File: config.mk
export PLATFORM = sky130hd
export DESIGN_NAME = uart_tx_arbiter
export DESIGN_NICKNAME = d
export VERILOG_FILES = /design/src/rtl/uart_tx_arbiter.sv
export SDC_FILE = /design/constraint.sdc
export NUM_CORES = 1
export LEC_CHECK = 0
export CAP_MARGIN = 20
export CORE_MARGIN = 4
export CORE_UTILIZATION = 38
export CTS_CLUSTER_DIAMETER = 100
export DETAILED_ROUTE_END_ITERATION = 10
export GPL_TIMING_DRIVEN = 0
export PLACE_DENSITY = 0.81
export SLEW_MARGIN = 20
export SYNTH_ARGS = -nofsm -noshare
export SYNTH_HDL_FRONTEND = slang
export SYNTH_SLANG_ARGS = --single-unit
File: constraint.sdc
create_clock -name clock -period 2.08 [get_ports clock]
set_clock_uncertainty 0.15 [all_clocks]
set_input_delay 0.416 -clock clock [delete_from_list [all_inputs] [get_ports clock]]
set_output_delay 0.416 -clock clock [all_outputs]
set_load 0.005 [all_outputs]
File: src/rtl/uart_tx_arbiter.sv
// Round-robin arbiter that lets several byte sources share one UartTx.
// It latches the winning byte and holds it stable until UartTx reports the whole frame done.
module uart_tx_arbiter #(
    parameter int NrOfRequesters = 4,
    parameter int NrOfDataBits   = 8
) (
    input  logic                                     clock,
    input  logic                                     reset,
    input  logic [NrOfRequesters-1:0]                req,
    input  logic [NrOfRequesters*NrOfDataBits-1:0]   reqData,
    output logic [NrOfRequesters-1:0]                grant,
    output logic [$clog2(NrOfRequesters)-1:0]        grantIndex,
    output logic                                     txStart,
    output logic [NrOfDataBits-1:0]                  txData,
    input  logic                                     txReady,
    output logic                                     busy
);

    localparam int IdxW = $clog2(NrOfRequesters);

    localparam logic [1:0] IDLE      = 2'd0;
    localparam logic [1:0] START     = 2'd1;
    localparam logic [1:0] WAIT_BUSY = 2'd2;
    localparam logic [1:0] WAIT_DONE = 2'd3;

    logic [1:0]                state_q, state_d;
    logic [NrOfRequesters-1:0] grant_q, grant_d;
    logic [IdxW-1:0]           grant_index_q, grant_index_d;
    logic                      tx_start_q, tx_start_d;
    logic [NrOfDataBits-1:0]   tx_data_q, tx_data_d;
    logic                      busy_q, busy_d;

    logic                      sel_valid_s;
    logic [IdxW-1:0]           sel_idx_s;

    // Round-robin pick: scan downward so the smallest offset past grantIndex wins.
    always_comb begin
        sel_valid_s = 1'b0;
        sel_idx_s   = {IdxW{1'b0}};
        for (int off = NrOfRequesters; off >= 1; off--) begin
            int idx;
            idx = (int'(grant_index_q) + off) % NrOfRequesters;
            if (req[IdxW'(idx)]) begin
                sel_valid_s = 1'b1;
                sel_idx_s   = IdxW'(idx);
            end else begin
                sel_valid_s = sel_valid_s;
            end
        end
    end

    // Frame-level FSM; txReady is tracked both falling and rising so only one frame is ever in flight.
    always_comb begin
        state_d       = state_q;
        grant_d       = {NrOfRequesters{1'b0}};
        grant_index_d = grant_index_q;
        tx_start_d    = 1'b0;
        tx_data_d     = tx_data_q;
        case (state_q)
            IDLE: begin
                if (txReady && sel_valid_s) begin
                    state_d            = START;
                    grant_d[sel_idx_s] = 1'b1;
                    grant_index_d      = sel_idx_s;
                    tx_data_d          = reqData[int'(sel_idx_s)*NrOfDataBits +: NrOfDataBits];
                end else begin
                    state_d = IDLE;
                end
            end
            START: begin
                state_d    = WAIT_BUSY;
                tx_start_d = 1'b1;
            end
            WAIT_BUSY: begin
                // UartTx only drops ready at its next baud tick, which may be many cycles away.
                if (!txReady) begin
                    state_d = WAIT_DONE;
                end else begin
                    state_d = WAIT_BUSY;
                end
            end
            WAIT_DONE: begin
                if (txReady) begin
                    state_d = IDLE;
                end else begin
                    state_d = WAIT_DONE;
                end
            end
            default: begin
                state_d = IDLE;
            end
        endcase
        busy_d = (state_d != IDLE);
    end

    // State and output registers with synchronous reset.
    always_ff @(posedge clock) begin
        if (reset) begin
            state_q       <= IDLE;
            grant_q       <= {NrOfRequesters{1'b0}};
            grant_index_q <= IdxW'(NrOfRequesters - 1);
            tx_start_q    <= 1'b0;
            tx_data_q     <= {NrOfDataBits{1'b0}};
            busy_q        <= 1'b0;
        end else begin
            state_q       <= state_d;
            grant_q       <= grant_d;
            grant_index_q <= grant_index_d;
            tx_start_q    <= tx_start_d;
            tx_data_q     <= tx_data_d;
            busy_q        <= busy_d;
        end
    end

    assign grant      = grant_q;
    assign grantIndex = grant_index_q;
    assign txStart    = tx_start_q;
    assign txData     = tx_data_q;
    assign busy       = busy_q;

endmodule

* After elaboration in Yosys (flattened, before gate mapping) *
Index checks and enable logic that the tools add are counted.

operators by class
  $add $sub $neg = 4
  multiply operators = 0
  divide/modulo/power cells = 0
  magnitude comparators = 6
  eq/ne operators = 3
  shifts and indexed selects = 1
  multiplexer cells = 27
  bitwise gates (word level) = 2
  reductions and logical operators = 6

operators with widths
  operator                                                                count
  32-bit by 6-bit indexed part select with 8-bit output                   1
  2-bit by 4-bit < comparator with 1-bit output (second input constant)   4
  1-bit two-way mux                                                       16
  2-bit two-way mux                                                       5
  1-bit binary-select mux with 2-bit select                               4
  2-bit one-hot mux with 4 select lines                                   1
  2-bit by 1-bit adder with 2-bit output (second input constant)          2
  2-bit adder (second input constant)                                     2
  2-bit equality test (second input constant)                             2
  2-bit by 3-bit < comparator with 1-bit output (second input constant)   1
  3-bit OR reduction                                                      1
  1-bit demux with 2-bit select                                           1
  2-bit by 1-bit equality test with 1-bit output (second input constant)  1
  2-bit by 1-bit >= comparator with 1-bit output (second input constant)  1
  1-bit logical AND                                                       2
  2-bit zero test                                                         1
  1-bit NOT                                                               2
  2-bit AND reduction                                                     1
  2-bit nonzero test                                                      1

storage, ports and cells
  register bits after elaboration = 18
  latch bits = 0
  bits in writable memories = 0
  memory bits (read-only) = 0
  bits of input ports = 39
  word-level logic and storage cells = 55
  memories kept = 0

* Depth between registers and ports, before layout *
Gate-level depths: netlist of run 1.

  depth in word-level cells = 12
  depth in mapped cells = 8

* Least setup slack after synthesis of run 1 *
OpenSTA, ideal clock, no wires.

  path type = input-to-reg
  start = input req[2]
  end = register tx_data_q[0], in the netlist txData[0]
  data arrival time = 1.556 ns
  path slack = 0.240 ns
  stages = 8
  cells stage by stage = nand2b_1 -> a21o_1 -> buf_6 -> and3_1 -> buf_4 -> buf_12 -> a211oi_1 -> a211oi_1

on the way
  longest elaborated chain between the ends = 9
  elaborated cells on any way between the ends = 23
  classes of those cells = shift: 1; mux: 20; reduce/logical: 2

ends and longest elaborated chain
  item                                                                                                           RTL line  text
  from (decl)                                                                                                    9         input logic [NrOfRequesters-1:0] req,
  parallel branches: the longest is 9 deep, another holds 32-bit by 6-bit indexed part select with 8-bit output  n/a
  to (signal assigned)                                                                                           103       tx_data_q <= {NrOfDataBits{1'b0}};
  to (signal assigned)                                                                                           110       tx_data_q <= tx_data_d;
  to (decl)                                                                                                      30        logic [NrOfDataBits-1:0] tx_data_q, tx_data_d;

Several ways; the timed one is not identified. The select of a mux whose other input is x is not followed.
A chain may end at the register's enable or synchronous reset.

* Worst setup path after layout of run 1 *
  start = input req[1]
  end = register tx_data_q[4], in the netlist txData[4]

Same word-level chain as after synthesis.

==> impl_results.md, run 1 <==
- Total congestion overflow: 0
- Multi-input logic area: ~580 sq um
- Final wirelength: about 3100 um
- Buf/Inv on CP: 4
- Number of diodes: 0
- Sequential share of the synthesized area: between 30% and 40%
- Total Nets Final: about 200
- Status: complete, no violations
- PD cells: between 500 and 600 mW/mm^2
- Gate power share: a little over a third
- Critical path endpoint: txData[4]$_SDFFE_PP0P_
- Flop pwr share: 41.3%
- Crit path required time: between 2000 and 2500 ps
- Antenna viol nets, final: 0
- R2R depth: 8
- Synth unique cells: 34
- Final worst path period share: between 90 and 100%
- Avg WL per Cell: between 15 and 20 um
- Clock Tree Buf Depth: 2
- Clock sinks: 18
- Int Power: between 0.6 and 0.7 mW
- Hpwl dp: around 2200 um
- Cell count along the critical path: 9
- Max-cap violation count: 0
- Clk slew on worst S/H paths: about 110 ps
- Slew Limit Headroom: between 70% and 80%
- Vias: approximately 1000
- Most used DFF post-synth: dfxtp_1
- CP Cell Sequence: dlygate4sd2_1 > nand2b_1 > a21o_1 > buf_6 > and3_1 > buf_4 > buf_6 > a211oi_1 > a211oi_1
- Async SR Flop Fraction: 0%
- # hold bufs at CTS: 0
- Slew @ Worst Pin: 365 ps
- H-Tree Depth: 1
- CP max stage delay: 380 ps
- CTS tree: built
- Switching Share: between 20% and 30%
- Sequential Area: around 360 sq um
- Num CTS Buffers: 3
- Setup violators final: 0
- Startpoint Class: input port
- Worst-Skew Late Latency: 300 ps
- Fmax: around 490 MHz
- Root buf cell: clkbuf_4
- Final hold violations: 0
- Filler cells: approximately 210
- Switch Pwr: 0.287 mW
- Boundary Pins: between 50 and 60
- Yosys warning count: 0
- Slew Viols, Final: 0
- Worst path slowest cell: dlygate4sd2_1
- Worst vdd rail ir drop: approximately 0.56 mV
- Initial Utilization: about two fifths
- Drt pass-1 iters: 4
- Core ar.: ~0.0025 sq mm
- Worst hold slack: between 300 and 400 ps
- #FFs+latches synth: 18
- Die area: 0.00349 sq mm
- Leak: 0.676 nW
- Global-route wire length before repair: roughly 4800 um
- Post-synthesis cell count: between 100 and 150
- Family with the most delay on the worst path: buffers and inverters
- Residual DRC: 0
- Clock power frac: approximately 23%
- Fin crit period: 2050 ps
- Synthesized area: a little under 0.001 sq mm
- Die width: around 59 um
- I/O Buffers: between 50 and 60
- RSZ-0062 raised after global routing: no
- Worst r2r dst: txData[4]$_SDFFE_PP0P_
- Pin count of the biggest net entering global routing: 11
- Layout cells sized above 1: between 10 and 15%
- GRT Resource Usage Total: approximately 18%
- EDFF count, synth: 0
- Design Power: a little under 1 mW
- GPL Wtd Cong: between 0.7 and 0.8
- Worst min path class: flop to flop
- Vias per cell: 5.37
- Rows: 18
- Crit end category: flop
- WS Path Type: input port to flop
- Crit path launch: req[1]
- Vias in the first global route: 1060
- Arr. time, crit path: ~2100 ps
- Die Height: just under 60 um
- Syn nets: approximately 140
- Initial antenna violation count: 0
- Critical R2R Launch: grantIndex[0]$_SDFFE_PP1P_
- Critical Path Fanout Max: 10
- Mean Syn Cell Area: 9.45 sq um
- Reg2reg setup slack: 90 ps
- Layout area overhead: 67.2%
- Initial drt markers: 24
## layer usage
layer / global-route usage [%] / vias up / part of all wire, %
met5: 0 / - / 0
met4: 3.88 / 0 / 0.68
met3: 5.45 / 3 / 10
met2: 29.0 / 59 / 46
met1: 22.7 / 468 / 43
li1: - / 512 / -
## cell usage after synthesis, drive strengths merged, types with 3 or more instances
cell type | instances | area (sq um)
a211oi | 16 | 120
a21oi | 3 | 15.0
a31oi | 8 | 50.1
buf | 5 | 55.1
dfxtp | 18 | 360
inv | 8 | 30.0
mux2i | 8 | 80.1
nand2b | 3 | 18.8
nor2 | 5 | 21.3
o21ai | 3 | 30.0
o21bai | 8 | 60.1
## cell type report
cell class	instances	share of cell area, %
repair buffers	56	33.4
flip-flops and latches	18	21.7
multi-input cells	72	34.9
clock buffers	4	2.19
plain buffers	6	3.70
well taps	30	2.26
inverters	8	1.81
## layout by cell type, fill, tap and decap left out, types with 2 or more instances in the layout
| cell type | Yosys | routed |
|---|---|---|
| a211oi_1 | 16 | 15 |
| a21oi_1 | 3 | 3 |
| a31oi_1 | 8 | 8 |
| buf_4 | 1 | 3 |
| buf_6 | 2 | 2 |
| clkbuf_4 | 0 | 4 |
| clkdlybuf4s50_1 | 0 | 50 |
| dfxtp_1 | 18 | 18 |
| dlygate4sd2_1 | 0 | 3 |
| inv_1 | 8 | 8 |
| mux2i_1 | 8 | 8 |
| nand2_1 | 2 | 2 |
| nand2b_1 | 3 | 3 |
| nor2_1 | 4 | 3 |
| nor3b_1 | 2 | 2 |
| o21ai_4 | 1 | 2 |
| o21bai_1 | 8 | 8 |
## worst min-delay path by stage
stage                                      start                endpoint  slack, ps  cells after the start
after floorplan            state_q[1]$_SDFF_PP0_      txStart$_SDFF_PP0_        350                      1
after global placement    txData[5]$_SDFFE_PP0P_  txData[5]$_SDFFE_PP0P_        360                      2
after detailed placement  txData[7]$_SDFFE_PP0P_  txData[7]$_SDFFE_PP0P_        370                      2
after CTS                 txData[7]$_SDFFE_PP0P_  txData[7]$_SDFFE_PP0P_        380                      2
after global routing      txData[4]$_SDFFE_PP0P_  txData[4]$_SDFFE_PP0P_        400                      2
final                     txData[7]$_SDFFE_PP0P_  txData[7]$_SDFFE_PP0P_        380                      2
## kinds of logic after synthesis
family,count (synthesis),synth area share [%]
AO/OA/AOI/OAI,43,33.0
buffers and inverters,15,9.33
flip-flops,18,36.3
multiplexers,8,8.07
AND/OR/NAND/NOR,21,13.2
## worst reg2reg max path: cells and delay by family, from the launching register on
family,cells,cell delay (ps)
compound gates,3,570
flops,1,370
buf+inv,3,430
simple gates,2,360
## stage by stage
step | utilization [%] | std cells | instance area, sq um | setup WS, ps | setup TNS, ps
6_report | 67.0 | 194 | 1660 | 26.4 | 0
3_3_place_gp | 63.4 | 189 | 1570 | -517 | -5490
4_1_cts | 66.1 | 195 | 1640 | 15.1 | 0
2_1_floorplan | - | 105 | 992 | 240 | 0
5_1_grt | 67.0 | 194 | 1660 | 0.896 | 0
3_5_place_dp | 63.4 | 189 | 1570 | -553 | -6080
## registers in the layout (all words and copies together) (netlist names)
signal / count
grant: 4
txStart: 1
txData: 8
state_q: 2
busy: 1
grantIndex: 2
## timing repair
action	4_1_cts	5_1_grt
pin swaps	3	0
gates resized for setup	6	6
buffers inserted	2	0
endpoints found under the setup margin	11	10
## power groups by stage
| stage | combinational (mW) | sequential, mW | clock, mW |
|---|---|---|---|
| after floorplan | 0.164 | 0.411 | 0 |
| after global placement | 0.331 | 0.410 | 0 |
| after detailed placement | 0.340 | 0.411 | 0 |
| after CTS | 0.350 | 0.405 | 0.223 |
| after global routing | 0.384 | 0.411 | 0.239 |
| final | 0.356 | 0.405 | 0.221 |
No activity file was read; power rests on OpenSTA's default activity.
==> run 2, diff against run 1 <==
Settings changed: CTS_BUF_LIST set to sky130_fd_sc_hd__clkbuf_16, HOLD_SLACK_MARGIN set to 0.03, SKIP_CTS_REPAIR_TIMING set to 1.
==> run 2 against run 1 <==
- via count barely moved
- sequential power is essentially flat
- worst setup slack improved by 18 ps
- clock power is 72% higher
- non-clock buffer count rose by 2
- largest power group unchanged
- cell count is 1.0% higher
- final area grew 5.4%
==> impl_results.md, run 2 (synthesis results as in run 1) <==
- Status: complete, no violations
- CTS tree: built
- GPL Wtd Cong: ~0.77
- Vias in the first global route: approximately 1100
- Root buf cell: clkbuf_16
- Max reg flops: 8
- I/O Buffers: 54
- Layout area overhead: 76.2%
- Cell count along the critical path: 7
- Arr. time, crit path: 2000 ps
- Gate power share: 32.2%
- Pin count of the biggest net entering global routing: 11
- Placed cell area: ~0.0016 sq mm
- CP max stage delay: around 540 ps
- Setup TNS Final: 0 ps
- Final wirelength: around 3200 um
- Final worst setup slack: around 45 ps
- Layout cells sized above 1: 16.9%
- CP Cell Sequence: clkdlybuf4s50_1 > o41ai_4 > nor3_4 > nand2_1 > clkbuf_4 > a211oi_1 > a211oi_1
- Family with the most delay on the worst path: buffers and inverters
- Endpoint, Worst Hold: txData[7]$_SDFFE_PP0P_
- Rows: 18
- Slew Viols, Final: 0
- Max-cap violation count: 0
- Final hold violations: 0
- Clock power frac: between 30% and 40%
- Worst vdd rail ir drop: 0.501 mV
- Leak: 0.730 nW
- Most frequent CP cell: a211oi_1
- Boundary Pins: 55
- Highest-count cells in the layout ignoring fill and taps: clkdlybuf4s50_1 (50), dfxtp_1 (18), a211oi_1 (11)
- Worst r2r dst: txData[1]$_SDFFE_PP0P_
- Core ar.: 0.00248 sq mm
- Num CTS Buffers: 3
- Filler cells: 204
- Die area: 0.00349 sq mm
- Clock Tree Buf Depth: 2
- Vias: around 1000
- Worst hold stages: 2
- Reg2reg setup slack: about 110 ps
- WS Path Type: input port to flop
- Slew @ Worst Pin: 389 ps
- Worst-Skew Late Latency: between 200 and 300 ps
- Fmax: just under 500 MHz
- GRT Resource Usage Total: 17.9%
- Initial Utilization: about two fifths
- Fin crit period: roughly 2000 ps
- Antenna viol nets, final: 0
- Die width: between 50 and 60 um
- Setup violators final: 0
- Hold_sp: txData[7]$_SDFFE_PP0P_
- PD cells: 665 mW/mm^2
- Initial antenna violation count: 0
- Worst path slowest cell: clkdlybuf4s50_1
- Switch Pwr: between 0.3 and 0.4 mW
- Commonest non-fill, non-tap cell in the layout: clkdlybuf4s50_1
- Buf/Inv on CP: 2
- Slew Limit Headroom: 74.0%
- Global-route wire length before repair: between 4000 and 5000 um
- Initial drt markers: 15
- Critical Path Fanout Max: 10
- R2R depth: 8
- Total congestion overflow: 0
- Worst min path class: flop to flop
- Final worst path period share: 97.9%
- Non-filler instance count after layout: approximately 200
- Pre-CTS setup slack: -553 ps
- RSZ-0062 raised after global routing: yes
- Residual DRC: 0
- Hpwl dp: between 2000 and 2500 um
- Final Util: between 70% and 80%
- Cell area after layout: about 0.0017 sq mm
- Clk slew on worst S/H paths: approximately 50 ps
- Int Power: 0.854 mW
- Flop pwr share: approximately a third
- Placed cell count: between 150 and 200
- Critical R2R Launch: grantIndex[0]$_SDFFE_PP1P_
- Die Height: about 60 um
- Avg WL per Cell: about 16 um
- Number of diodes: 0
- Startpoint Class: input port
- Design Power: around 1.2 mW
- Clock sinks: 18
- Crit end category: flop
- Vias per cell: between 5 and 6
- Total Nets Final: 206
- Sequential Area: 360 sq um
- H-Tree Depth: 1
- Multi-input logic area: ~600 sq um
- Switching Share: 26.5%
- Crit path required time: slightly above 2000 ps
- Worst hold slack: 371 ps
- Drt pass-1 iters: 4
## run 2: cell count changes in the layout (fill, tap and decap cells not counted), sizes merged
| cell | before | now |
|---|---|---|
| dlymetal6s2s | 1 | 4 |
| buf | 6 | 8 |
| clkinv | 0 | 1 |
| clkbuf | 6 | 5 |
| dlygate4sd2 | 3 | 0 |
## run 2: power by group through the flow
stage	clock [mW]	combinational [mW]	sequential, mW
detailed placement	0	0.340	0.411
global route	0.398	0.403	0.411
finish	0.381	0.374	0.407
global placement	0	0.331	0.410
CTS	0.384	0.343	0.405
floorplan	0	0.164	0.411
## run 2: final cells by class
type | instances | share of cell area, %
multi-input combinational | 72 | 34.3
timing repair buffer | 58 | 33.2
sequential | 18 | 20.6
clock buffer | 3 | 4.29
buffer | 6 | 3.51
tap | 30 | 2.15
inverter | 8 | 1.72
clock inverter | 1 | 0.215
## run 2: worst max-delay path by stage
| stage | to | startpoint | slack [ps] |
|---|---|---|---|
| final | txData[4]$_SDFFE_PP0P_ | txReady | 40 |
| after global routing | txData[4]$_SDFFE_PP0P_ | txReady | -90 |
| after CTS | txData[6]$_SDFFE_PP0P_ | req[1] | -310 |
| after detailed placement | txData[4]$_SDFFE_PP0P_ | req[1] | -550 |
| after global placement | txData[4]$_SDFFE_PP0P_ | req[1] | -520 |
| after floorplan | txData[0]$_SDFFE_PP0P_ | req[2] | 240 |
## run 2: tightest hold or removal path, cell delays in order, from the launching register on
cell	delay, ps
dfxtp_1	300
o21bai_1	130
a211oi_1	40
## run 2: layer usage
layer	vias up	track usage, %	wire (um)
met5	-	0	0
met1	475	24.0	1400
met2	51	28.5	1530
met4	0	4.21	0
li1	517	-	-
met3	0	5.01	259
